File: config.mk
export PLATFORM = sky130hd
export DESIGN_NAME = ready_level_monitor
export DESIGN_NICKNAME = d
export VERILOG_FILES = /design/src/rtl/ready_level_monitor.sv
export SDC_FILE = /design/constraint.sdc
export NUM_CORES = 1
export LEC_CHECK = 0
export BUFFER_PORTS_ARGS = -buffer_cell sky130_fd_sc_hd__buf_2
export CAP_MARGIN = 20
export CORE_MARGIN = 2
export CORE_UTILIZATION = 48
export CTS_CLUSTER_DIAMETER = 200
export CTS_CLUSTER_SIZE = 20
export DETAILED_ROUTE_END_ITERATION = 12
export PLACE_DENSITY = 0.69
export SLEW_MARGIN = 15
export SYNTH_ARGS = -nofsm -noshare
export SYNTH_HDL_FRONTEND = slang
export SYNTH_SLANG_ARGS = --single-unit
File: constraint.sdc
create_clock -name clk -period 2.3 [get_ports clk]
set_input_delay 0.23 -clock clk [delete_from_list [all_inputs] [get_ports clk]]
set_output_delay 0.23 -clock clk [all_outputs]
set_load 0.05 [all_outputs]
File: src/rtl/ready_level_monitor.sv
// ready_level_monitor: synchronise, qualify and fault-check a source's ready level
//  Ports: clk, rst_n (async active-low); sig_in (async level); clr (sync fault clear / restart);
//  sig_ready (1 in READY); fault_timeout, fault_drop (sticky); state_o (WAIT=00 QUAL=01 READY=10 FAULT=11);
//  drop_cnt (abort/drop count, only built with READY_MON_DROP_CNT_EN, else tied to 0).
module ready_level_monitor #(
  parameter int QUAL_CYCLES    = 16,
  parameter int TIMEOUT_CYCLES = 1024,
  parameter int CNT_W          = 8
) (
  input  logic             clk,
  input  logic             rst_n,
  input  logic             sig_in,
  input  logic             clr,
  output logic             sig_ready,
  output logic             fault_timeout,
  output logic             fault_drop,
  output logic [1:0]       state_o,
  output logic [CNT_W-1:0] drop_cnt
);
  localparam int TW = $clog2(TIMEOUT_CYCLES + 1);
  localparam int QW = $clog2(QUAL_CYCLES + 1);
  typedef enum logic [1:0] {WAIT = 2'b00, QUAL = 2'b01, READY = 2'b10, FAULT = 2'b11} state_t;
  state_t state;
  logic s1, sig_s;
  logic [TW-1:0] tmo_cnt;
  logic [QW-1:0] qual_cnt;
  logic counting, qualify, timeout, abort, drop;
  assign counting = (state == WAIT) || (state == QUAL);
  assign qualify  = (state == QUAL) && sig_s && (qual_cnt == QW'(QUAL_CYCLES - 1));
  assign timeout  = counting && (tmo_cnt == TW'(TIMEOUT_CYCLES - 1)) && !qualify;
  assign abort    = (state == QUAL) && !sig_s && !timeout;
  assign drop     = (state == READY) && !sig_s;
  assign state_o  = state;
  always_ff @(posedge clk or negedge rst_n)
    if (!rst_n) begin
      s1            <= 1'b0;
      sig_s         <= 1'b0;
      state         <= WAIT;
      tmo_cnt       <= '0;
      qual_cnt      <= '0;
      sig_ready     <= 1'b0;
      fault_timeout <= 1'b0;
      fault_drop    <= 1'b0;
    end else begin
      s1    <= sig_in;
      sig_s <= s1;
      if (clr) begin
        state         <= WAIT;
        tmo_cnt       <= '0;
        qual_cnt      <= '0;
        sig_ready     <= 1'b0;
        fault_timeout <= 1'b0;
        fault_drop    <= 1'b0;
      end else if (qualify) begin
        state     <= READY;
        tmo_cnt   <= '0;
        sig_ready <= 1'b1;
      end else if (timeout) begin
        state         <= FAULT;
        tmo_cnt       <= '0;
        fault_timeout <= 1'b1;
      end else if (drop) begin
        state      <= FAULT;
        fault_drop <= 1'b1;
        sig_ready  <= 1'b0;
      end else if (counting) begin
        tmo_cnt <= tmo_cnt + 1'b1;
        if (abort) state <= WAIT;
        else if (state == WAIT && sig_s) begin
          state    <= QUAL;
          qual_cnt <= '0;
        end else if (state == QUAL) qual_cnt <= qual_cnt + 1'b1;
      end
    end
`ifdef READY_MON_DROP_CNT_EN
  always_ff @(posedge clk or negedge rst_n)
    if (!rst_n) drop_cnt <= '0;
    else if (!clr && (abort || drop) && !(&drop_cnt)) drop_cnt <= drop_cnt + 1'b1;
`else
  assign drop_cnt = '0;
`endif
endmodule

## Word level (Yosys, flattened, before mapping)

Index checks and enable logic that the tools add are counted.

- RAM bits: 0
- Latch bits: 0
- Memory bits (read-only): 0
- Input port bits: 4
- Bits in registers: 23
- Memories: 0
- Word-level logic and storage cells: 78
- Output and inout port bits: 13

- Divide/modulo/power cells: 0
- Equal/unequal tests: 10
- Reductions and logical operators: 27
- Multiplexer cells: 31
- Bitwise gates (word level): 0
- Shift operators: 0
- $add $sub $neg: 2
- Magnitude comparators: 0
- $mul: 0

Operators by type and width:

| cell | number |
|---|---|
| 2-to-1 mux 11 bit | 5 |
| 2-to-1 mux 5 bit | 8 |
| 2-to-1 mux 2 bit | 7 |
| adder 11 x 1 -> 11 bit, second input constant | 1 |
| equality test 11 x 10 -> 1 bit, second input constant | 1 |
| 2-to-1 mux 1 bit | 11 |
| logical AND 1 bit | 8 |
| != test 2 bit, second input constant | 4 |
| AND reduction 2 bit | 4 |
| AND reduction 6 bit | 1 |
| nonzero test 2 bit | 3 |
| nonzero test 3 bit | 2 |
| nonzero test 6 bit | 1 |
| adder 5 x 1 -> 5 bit, second input constant | 1 |
| equality test 5 x 4 -> 1 bit, second input constant | 1 |
| nonzero test 5 bit | 1 |
| != test 4 bit, second input constant | 1 |
| nonzero test 4 bit | 1 |
| zero test 1 bit | 3 |
| != test 3 bit, second input constant | 1 |
| AND reduction 3 bit | 1 |
| equality test 2 x 1 -> 1 bit, second input constant | 1 |
| equality test 2 bit, second input constant | 1 |
| zero test 2 bit | 1 |
| logical OR 1 bit | 1 |

## Longest topological paths before layout

Gate-level depths: netlist of the first run.

- Word-level depth: 13
- Gate-level depth with buffers: 7
- Mapped depth without buffers: 7

## Worst setup path after synthesis of the first run

OpenSTA, ideal clock, no wires.

- Kind: flip-flop to flip-flop
- From: register qual_cnt[0]
- To: register qual_cnt[4]
- Buffers on the path: 0
- Required time: 2222 ps
- Clock period less this slack: 1866 ps
- Data arrival time: 1788 ps
- Slack: 434 ps
- Setup time: 78 ps
- Stages on the path, launching flop included: 8
- Cells stage by stage: dfrtp_1 ha_1 and3_1 ha_1 nand2_1 nand2_1 or4_1 a21oi_1

- Longest elaborated chain between the ends: 9
- Elaborated cells between the ends (all ways): 19
- Classes of those cells: add/sub (1); eq/ne (4); mux (8); reduce/logical (6)

RTL lines:

| what | RTL line | RTL |
|---|---|---|
| start: declaration | 26 | `logic [QW-1:0] qual_cnt;` |
| start signal: assignment | 72 | `end else if (state == QUAL) qual_cnt <= qual_cnt + 1'b1;` |
| adder 5 x 1 -> 5 bit | 72 |  |
| 2-to-1 mux 5 bit | 72 |  |
| 2-to-1 mux 5 bit | 69 | `else if (state == WAIT && sig_s) begin` |
| 2-to-1 mux 5 bit | 68 | `if (abort) state <= WAIT;` |
| 2-to-1 mux 5 bit | 66 | `end else if (counting) begin` |
| 2-to-1 mux 5 bit | 62 | `end else if (drop) begin` |
| 2-to-1 mux 5 bit | 58 | `end else if (timeout) begin` |
| 2-to-1 mux 5 bit | 54 | `end else if (qualify) begin` |
| 2-to-1 mux 5 bit | 47 | `if (clr) begin` |

Several ways; a longest one is shown, not always the timed one. The select of a mux whose other input is x is not followed.
A chain may end at the register's enable or synchronous reset.

## Final worst setup path of the first run

Same ends and word-level chain as after synthesis.

==> run_results.csv, run 1 <==
group,metric,value,unit
run_status,status,"finished, final reports clean",
worst_setup_path,cp_max_fo,6,
floorplanning,start_util,50.1,%
power,p_comb_share,10.7,%
power,pwr-share-seq,61.3,%
logic_synthesis,synth_area_leaders,"dfrtp_1 (47%), buf_4 (4.9%), nor2_1 (4.9%)",
logic_synthesis,ys.warnings.count,0,
route,drtIter0Drc,22,
worst_setup_path,required,2.56,ns
clocking,clockBufferDepth,2,
finish,final_core_util,53.4,%
logic_synthesis,yosys_most_used_dff,"dfrtp_1",
logic_synthesis,synthArstFlopShare,100,%
timing,setup_viol,0,
clocking,clockRootBuffer,"clkbuf_4",
power,ir_drop,0.372,mV
timing,rsz0062_at_grt,"no",
power,p_leak,0.588,nW
floorplanning,core-area,0.00245,sq mm
clocking,cts_tree,"done",
logic_synthesis,syn_area,0.00123,sq mm
logic_synthesis,synth_top_area_cell,"dfrtp_1",
finish,drive_gt1_share,9.22,%
clocking,h-tree-depth,1,
route,vias_per_cell,5.68,
logic_synthesis,synth_edf_count,0,
logic_synthesis,synth-seq-area-share,46.8,%
power,power_switching,0.195,mW
power,powerDensity,526,mW/mm^2
placement,dp_hpwl,1650,um
route,firstDrtPassIters,4,
clocking,clock-sinks,23,
grt,grt_pass1_vias,940,
grt,track_usage,19.4,%
floorplanning,die_area,0.00298,sq mm
timing,finalWorstPathRequiredPeriod,2.06,ns
finish,area_growth,6.72,%
finish,num-fill-cells,217,
route,ant_nets,0,
logic_synthesis,synth.distinct_cells,34,
timing,fin_crit_sh,89.7,%
floorplanning,die_w,54.6,um
timing,worstMarginPinSlew,0.535,ns
power,p_int,0.495,mW
flow_run,max_cap_viol_count,0,
worst_setup_path,cp-start-kind,"flip-flop",
route,drc_errors,0,
grt,grt_antenna_before_repair,0,
clocking,cts_resized,0,
route,wire_per_inst,13.5,um
grt,grt_overflow,0,
placement,io_buffers,8,
timing,fin_hold_ws,0.249,ns
timing,drv_slew,0,
timing,fmax,485,MHz
placement,gp_congestion,0.909,
grt,grt_pass1_wl,4070,um
timing,slew_headroom,64.3,%
clocking,clk_pin_slew_worst_paths,0.13,ns
power,switching_share,28.2,%
floorplanning,ios,17,
clocking,post_cts_buffers,0,
logic_synthesis,synth_seq_cells,23,
worst_setup_path,path_class,"reg -> reg",
timing,clock_skew,0.00477,ns
logic_synthesis,syn_inst,131,
worst_setup_path,cp.arrival,2.32,ns
logic_synthesis,yosysTopAreaCellShare,46.8,%
logic_synthesis,syn_avg_cell_area,9.38,sq um
clocking,clk_latency,0.32,ns
clocking,cts_made_buffers,3,
route,routed_wl,2310,um
floorplanning,die_h,54.6,um
worst_setup_path,cp-end-kind,"flip-flop",
route,num_vias,972,
grt,grt_max_degree,24,
finish,fin_nets,149,
hold_path,holdCritPathClass,"in -> reg",
finish,n_antenna_cell,0,
power,p_clk_share,27.9,%
timing,hold_violations,0,
floorplanning,rows,18,
timing,finalSetupTns,0,ns
## routing by layer
metal / vias to the layer above / track usage, % / wire length, um / share of wire [%]
met5: - / 0 / 0 / 0
met4: 0 / 10.4 / 57 / 2.5
met3: 7 / 3.28 / 83 / 3.6
met2: 25 / 31.0 / 1060 / 46
met1: 471 / 25.1 / 1110 / 48
li1: 469 / - / - / -
## flip-flops by register name (all words and copies together) (netlist names)
| signal | count |
|---|---|
| tmo_cnt | 11 |
| qual_cnt | 5 |
| state_o | 2 |
| fault_drop | 1 |
| fault_timeout | 1 |
| s1 | 1 |
| sig_ready | 1 |
| sig_s | 1 |
## cell families after synthesis
group,share of synthesized area [%]
AOI/OAI and AO/OA,13.3
xor gates and xnor gates,5.70
adders and majority gates,3.06
buffers and inverters,7.33
DFF,46.8
muxes,0.815
other,0.305
and+or+nand+nor,22.6
## cell usage after synthesis, drive strengths merged, types with 2 or more instances
library cell / count
nand2b: 3
inv: 4
nor2b: 2
buf: 8
nand3: 4
o21ai: 6
dfrtp: 23
a31oi: 2
and4: 2
clkbuf: 4
nor2: 16
and3: 3
a21oi: 8
nor4b: 2
nand4: 3
xor2: 2
o31ai: 4
xnor2: 6
nand2: 13
ha: 3
## final cells by class
cell class	instances	area, sq um	area share (%)
multi-input combinational	99	589	44.9
sequential	23	576	43.9
timing repair buffer	11	67.6	5.15
tap	30	37.5	2.86
clock buffer	4	26.3	2.00
inverter	4	15.0	1.15
## power by group through the flow
stage	clock network, mW	logic (mW)	registers, mW
floorplan	0	0.0633	0.430
global placement	0	0.0706	0.430
detailed placement	0	0.0722	0.431
CTS	0.198	0.0747	0.423
global route	0.209	0.0817	0.425
finish	0.193	0.0740	0.423
## critical path: stages, from the launching register on
cell and delay (ns):
dfrtp_1 0.43, ha_1 0.23, and3_1 0.19, ha_1 0.24
nand2_1 0.12, nand2_1 0.14, or4_1 0.49, a21oi_1 0.15
## repair_timing
item,4_1_cts,5_1_grt
hold buffers,2,0
endpoints found under the hold margin,24,0
endpoints found under the setup margin,0,0
## per-stage QoR
stage | std cells | power [mW] | setup slack, ns | instance area (sq um)
after floorplan | 138 | 0.494 | 0.434 | 1250
after global placement | 165 | 0.501 | 0.363 | 1260
after detailed placement | 165 | 0.503 | 0.289 | 1260
after CTS | 171 | 0.696 | 0.250 | 1310
after global routing | 171 | 0.716 | 0.101 | 1310
final | 171 | 0.690 | 0.238 | 1310
## cells in the final DEF, fill, tap and decap left out, drive strengths merged, types with 3 or more instances in the layout
cell type,count
dfrtp,23
nor2,16
nand2,13
buf,9
a21oi,8
conb,8
xnor2,6
o21ai,6
inv,4
nand3,4
o31ai,4
clkbuf,4
nand2b,3
nand4,3
ha,3
and3,3
## final timing paths
kind                            cells past startpoint        start           to  slack, ns
worst min register to register                      0           s1        sig_s       0.37
min in group asynchronous                           2        rst_n  qual_cnt[3]       0.40
worst max register to register                      7  qual_cnt[0]  qual_cnt[4]       0.24
max in group asynchronous                           2        rst_n   tmo_cnt[1]       1.55
worst min-delay path                                2          clr   state_o[1]       0.25
worst max-delay path                                7  qual_cnt[0]  qual_cnt[4]       0.24
No activity file was read; power rests on OpenSTA's default activity.
==> run 2, diff against run 1 <==
ABC_AREA = 1   (was unset)
CORE_ASPECT_RATIO = 1.4   (was unset)
PLACE_DENSITY = 0.68   (was 0.69)
==> run 2 against run 1 <==
Against the previous run:
- hold slack got worse by 0.090 ns
- register-to-register slack improved by 0.18 ns
- synthesized area is 8.8% higher
- sequential share of layout area down 3.8 points
- critical path type unchanged
==> run_results.csv, run 2 <==
group,metric,value,unit
logic_synthesis,synth_adder_area_share,2.81,%
floorplanning,die_w,48.6,um
clocking,clockBufferDepth,2,
logic_synthesis,synth_area_leaders,"dfrtp_1 (43%), nand2_1 (12%), nor2_1 (5.3%)",
floorplanning,die_area,0.00323,sq mm
logic_synthesis,synthArstFlopShare,100,%
logic_synthesis,synth_edf_count,0,
timing,finalWorstPathRequiredPeriod,1.89,ns
run_status,status,"finished, final reports clean",
grt,grt_antenna_before_repair,0,
finish,fin_nets,186,
floorplanning,start_util,50.6,%
power,power_switching,0.243,mW
logic_synthesis,synth_compound_area_share,6.09,%
logic_synthesis,yosys_most_used_dff,"dfrtp_1",
clocking,h-tree-depth,1,
worst_setup_path,cp.arrival,2.11,ns
grt,gr-usage-met3,2.71,%
logic_synthesis,synth_seq_cells,23,
worst_setup_path,crit_path_frequent_cell,"nand2_1",
timing,rsz0062_at_grt,"no",
power,powerDensity,546,mW/mm^2
timing,finalSetupTns,0,ns
power,pwr-share-seq,58.9,%
power,p_clk_share,24.4,%
route,wire_per_inst,11.6,um
timing,worstMarginPinSlew,0.519,ns
floorplanning,core-area,0.00264,sq mm
logic_synthesis,synth-seq-area-share,43.1,%
logic_synthesis,yosys.area_share.simple,36.6,%
power,ir_drop,0.348,mV
placement,io_buffers,8,
grt,use_met2,34.9,%
logic_synthesis,syn_inst,165,
logic_synthesis,syn_area,0.00134,sq mm
clocking,cts_made_buffers,3,
clocking,cts_tree,"done",
flow_run,max_cap_viol_count,0,
finish,layout_commonest_cell,"nand2_1",
route,drtIter0Drc,29,
finish,finalNonFillerCells,214,
worst_setup_path,cp_max_fo,5,
route,drc_errors,0,
logic_synthesis,ys_top_cells_by_count,"nand2_1 (42), dfrtp_1 (23), nor2_1 (19)",
grt,grt_pass1_vias,1053,
timing,slew_headroom,65.4,%
clocking,clk_latency,0.31,ns
floorplanning,rows,22,
timing,drv_slew,0,
timing,hold_violations,0,
power,p_comb_share,16.7,%
timing,setup_viol,0,
power,switching_share,31.1,%
finish,n_antenna_cell,0,
worst_setup_path,crit_slowest_cell,"dfrtp_1",
clocking,clock-sinks,23,
grt,grt_overflow,0,
timing,clock_skew,0.00356,ns
logic_synthesis,syn_avg_cell_area,8.10,sq um
finish,largest_reg_flops,11,
timing,fmax,530,MHz
floorplanning,ios,17,
placement,dp.cells,208,
route,firstDrtPassIters,4,
route,ant_nets,0,
placement,dp_hpwl,1940,um
power,p_int,0.540,mW
logic_synthesis,synth_mux_area_share,0,%
worst_setup_path,crit_chain,"ha_1 -> nand2_1 -> nor2_1 -> ha_1 -> nand2_1 -> nor3_2 -> nor2_2 -> nand2_1 -> nand3_2 -> nand2_1 -> nand2_1",
finish,regMostFlops,"tmo_cnt",
grt,track_usage,17.6,%
grt,grtUsageMet1,19.1,%
route,routed_wl,2490,um
logic_synthesis,synth_top_area_cell,"dfrtp_1",
worst_setup_path,cp-end-kind,"flip-flop",
logic_synthesis,yosysTopAreaCellShare,43.1,%
placement,gp_congestion,0.859,
grt,grt-busiest-layer,"met2",
hold_path,holdCritPathClass,"in -> reg",
worst_setup_path,required,2.52,ns
clocking,clockRootBuffer,"clkbuf_4",
finish,drive_gt1_share,18.5,%
clocking,clk_pin_slew_worst_paths,0.13,ns
worst_setup_path,cp-start-kind,"flip-flop",
route,vias_per_cell,4.91,
logic_synthesis,synth_top_family_by_area,"simple AND/OR/NAND/NOR gates",
finish,final_cell_mix,"nand2_1 (42), dfrtp_1 (23), nor2_1 (19), nand3_1 (14), inv_1 (13)",
worst_setup_path,path_class,"reg -> reg",
floorplanning,die_h,66.4,um
worst_setup_path,critPathMaxStageDelay,0.41,ns
grt,grt_pass1_wl,4400,um
logic_synthesis,synth_xor_area_share,1.97,%
finish,area_growth,7.40,%
grt,grt_max_degree,24,
route,num_vias,1050,
timing,fin_crit_sh,82.0,%
power,p_leak,0.709,nW
logic_synthesis,yosysMostFrequentCell,"nand2_1",
logic_synthesis,synth.distinct_cells,29,
logic_synthesis,ys.warnings.count,0,
## run 2: changes by cell type in the layout (fill, tap and decap cells not counted), sizes merged, moves of 6 or more
cell	before	now
xnor2	6	0
inv	4	16
nand2	13	47
nor2	16	26
nand3	4	16
## run 2: timing repair
item / in CTS / in global routing
setup buffers: 0 / 0
hold endpoints to repair: 23 / 1
gates resized for setup: 0 / 0
hold buffers: 1 / 1
## run 2: layout make-up
type | instances | area (sq um)
Sequential cell | 23 | 576
Fill cell | 258 | 1210
Tap cell | 36 | 45.0
Timing Repair Buffer | 10 | 60.1
Inverter | 16 | 62.6
Clock inverter | 1 | 5.00
Multi-Input combinational cell | 125 | 664
Clock buffer | 3 | 22.5
## run 2: cells by family (layout without fill, tap and decap cells)
kind of cell             count (synthesis)  count (layout)
AND/OR/NAND/NOR                         99              99
buffers and inverters                   24              30
flip-flops                              23              23
AO/OA/AOI/OAI                           12              12
adder cells (fa/ha/maj)                  3               3
XOR/XNOR                                 3               3
other                                    1               8
## run 2: through the flow
step	util (%)	power, mW	hold WS [ns]	area [sq um]	setup slack, ns
6_report	54.3	0.783	0.160	1440	0.413
5_1_grt	54.3	0.830	0.161	1440	0.223
4_1_cts	53.9	0.787	0.00730	1430	0.414
3_5_place_dp	52.5	0.598	0.232	1390	0.440
3_3_place_gp	52.5	0.594	0.227	1390	0.566
2_1_floorplan	-	0.576	-0.0656	1360	0.637
## run 2: worst paths after layout
| kind | from | endpoint | slack [ns] | cells past startpoint |
|---|---|---|---|---|
| min reg2reg | s1 | sig_s | 0.37 | 0 |
| max | qual_cnt[0] | qual_cnt[0] | 0.41 | 11 |
| min | clr | state_o[1] | 0.16 | 2 |
| max in group asynchronous | rst_n | sig_ready | 1.55 | 2 |
| min in group asynchronous | rst_n | tmo_cnt[10] | 0.41 | 2 |
| max reg2reg | qual_cnt[0] | qual_cnt[0] | 0.41 | 11 |
## run 2: per-layer routing
metal  share of wire (%)  vias to the layer above
met5                   0                        -
met3                 1.8                        4
met4                0.96                        0
met1                  43                      502
met2                  54                       11
li1                    -                      533
## run 2: power groups by stage
stage | logic (mW) | registers [mW] | clock network (mW)
after floorplan | 0.107 | 0.469 | 0
after global placement | 0.125 | 0.468 | 0
after detailed placement | 0.129 | 0.469 | 0
after CTS | 0.131 | 0.461 | 0.195
after global routing | 0.151 | 0.467 | 0.212
final | 0.131 | 0.461 | 0.191
## run 2: worst max-delay path, delay by kind of cell (launching register included)
family	cells	cell delay [ns]
AND/OR/NAND/NOR	9	1.03
flip-flops	1	0.41
adder cells (fa/ha/maj)	2	0.36
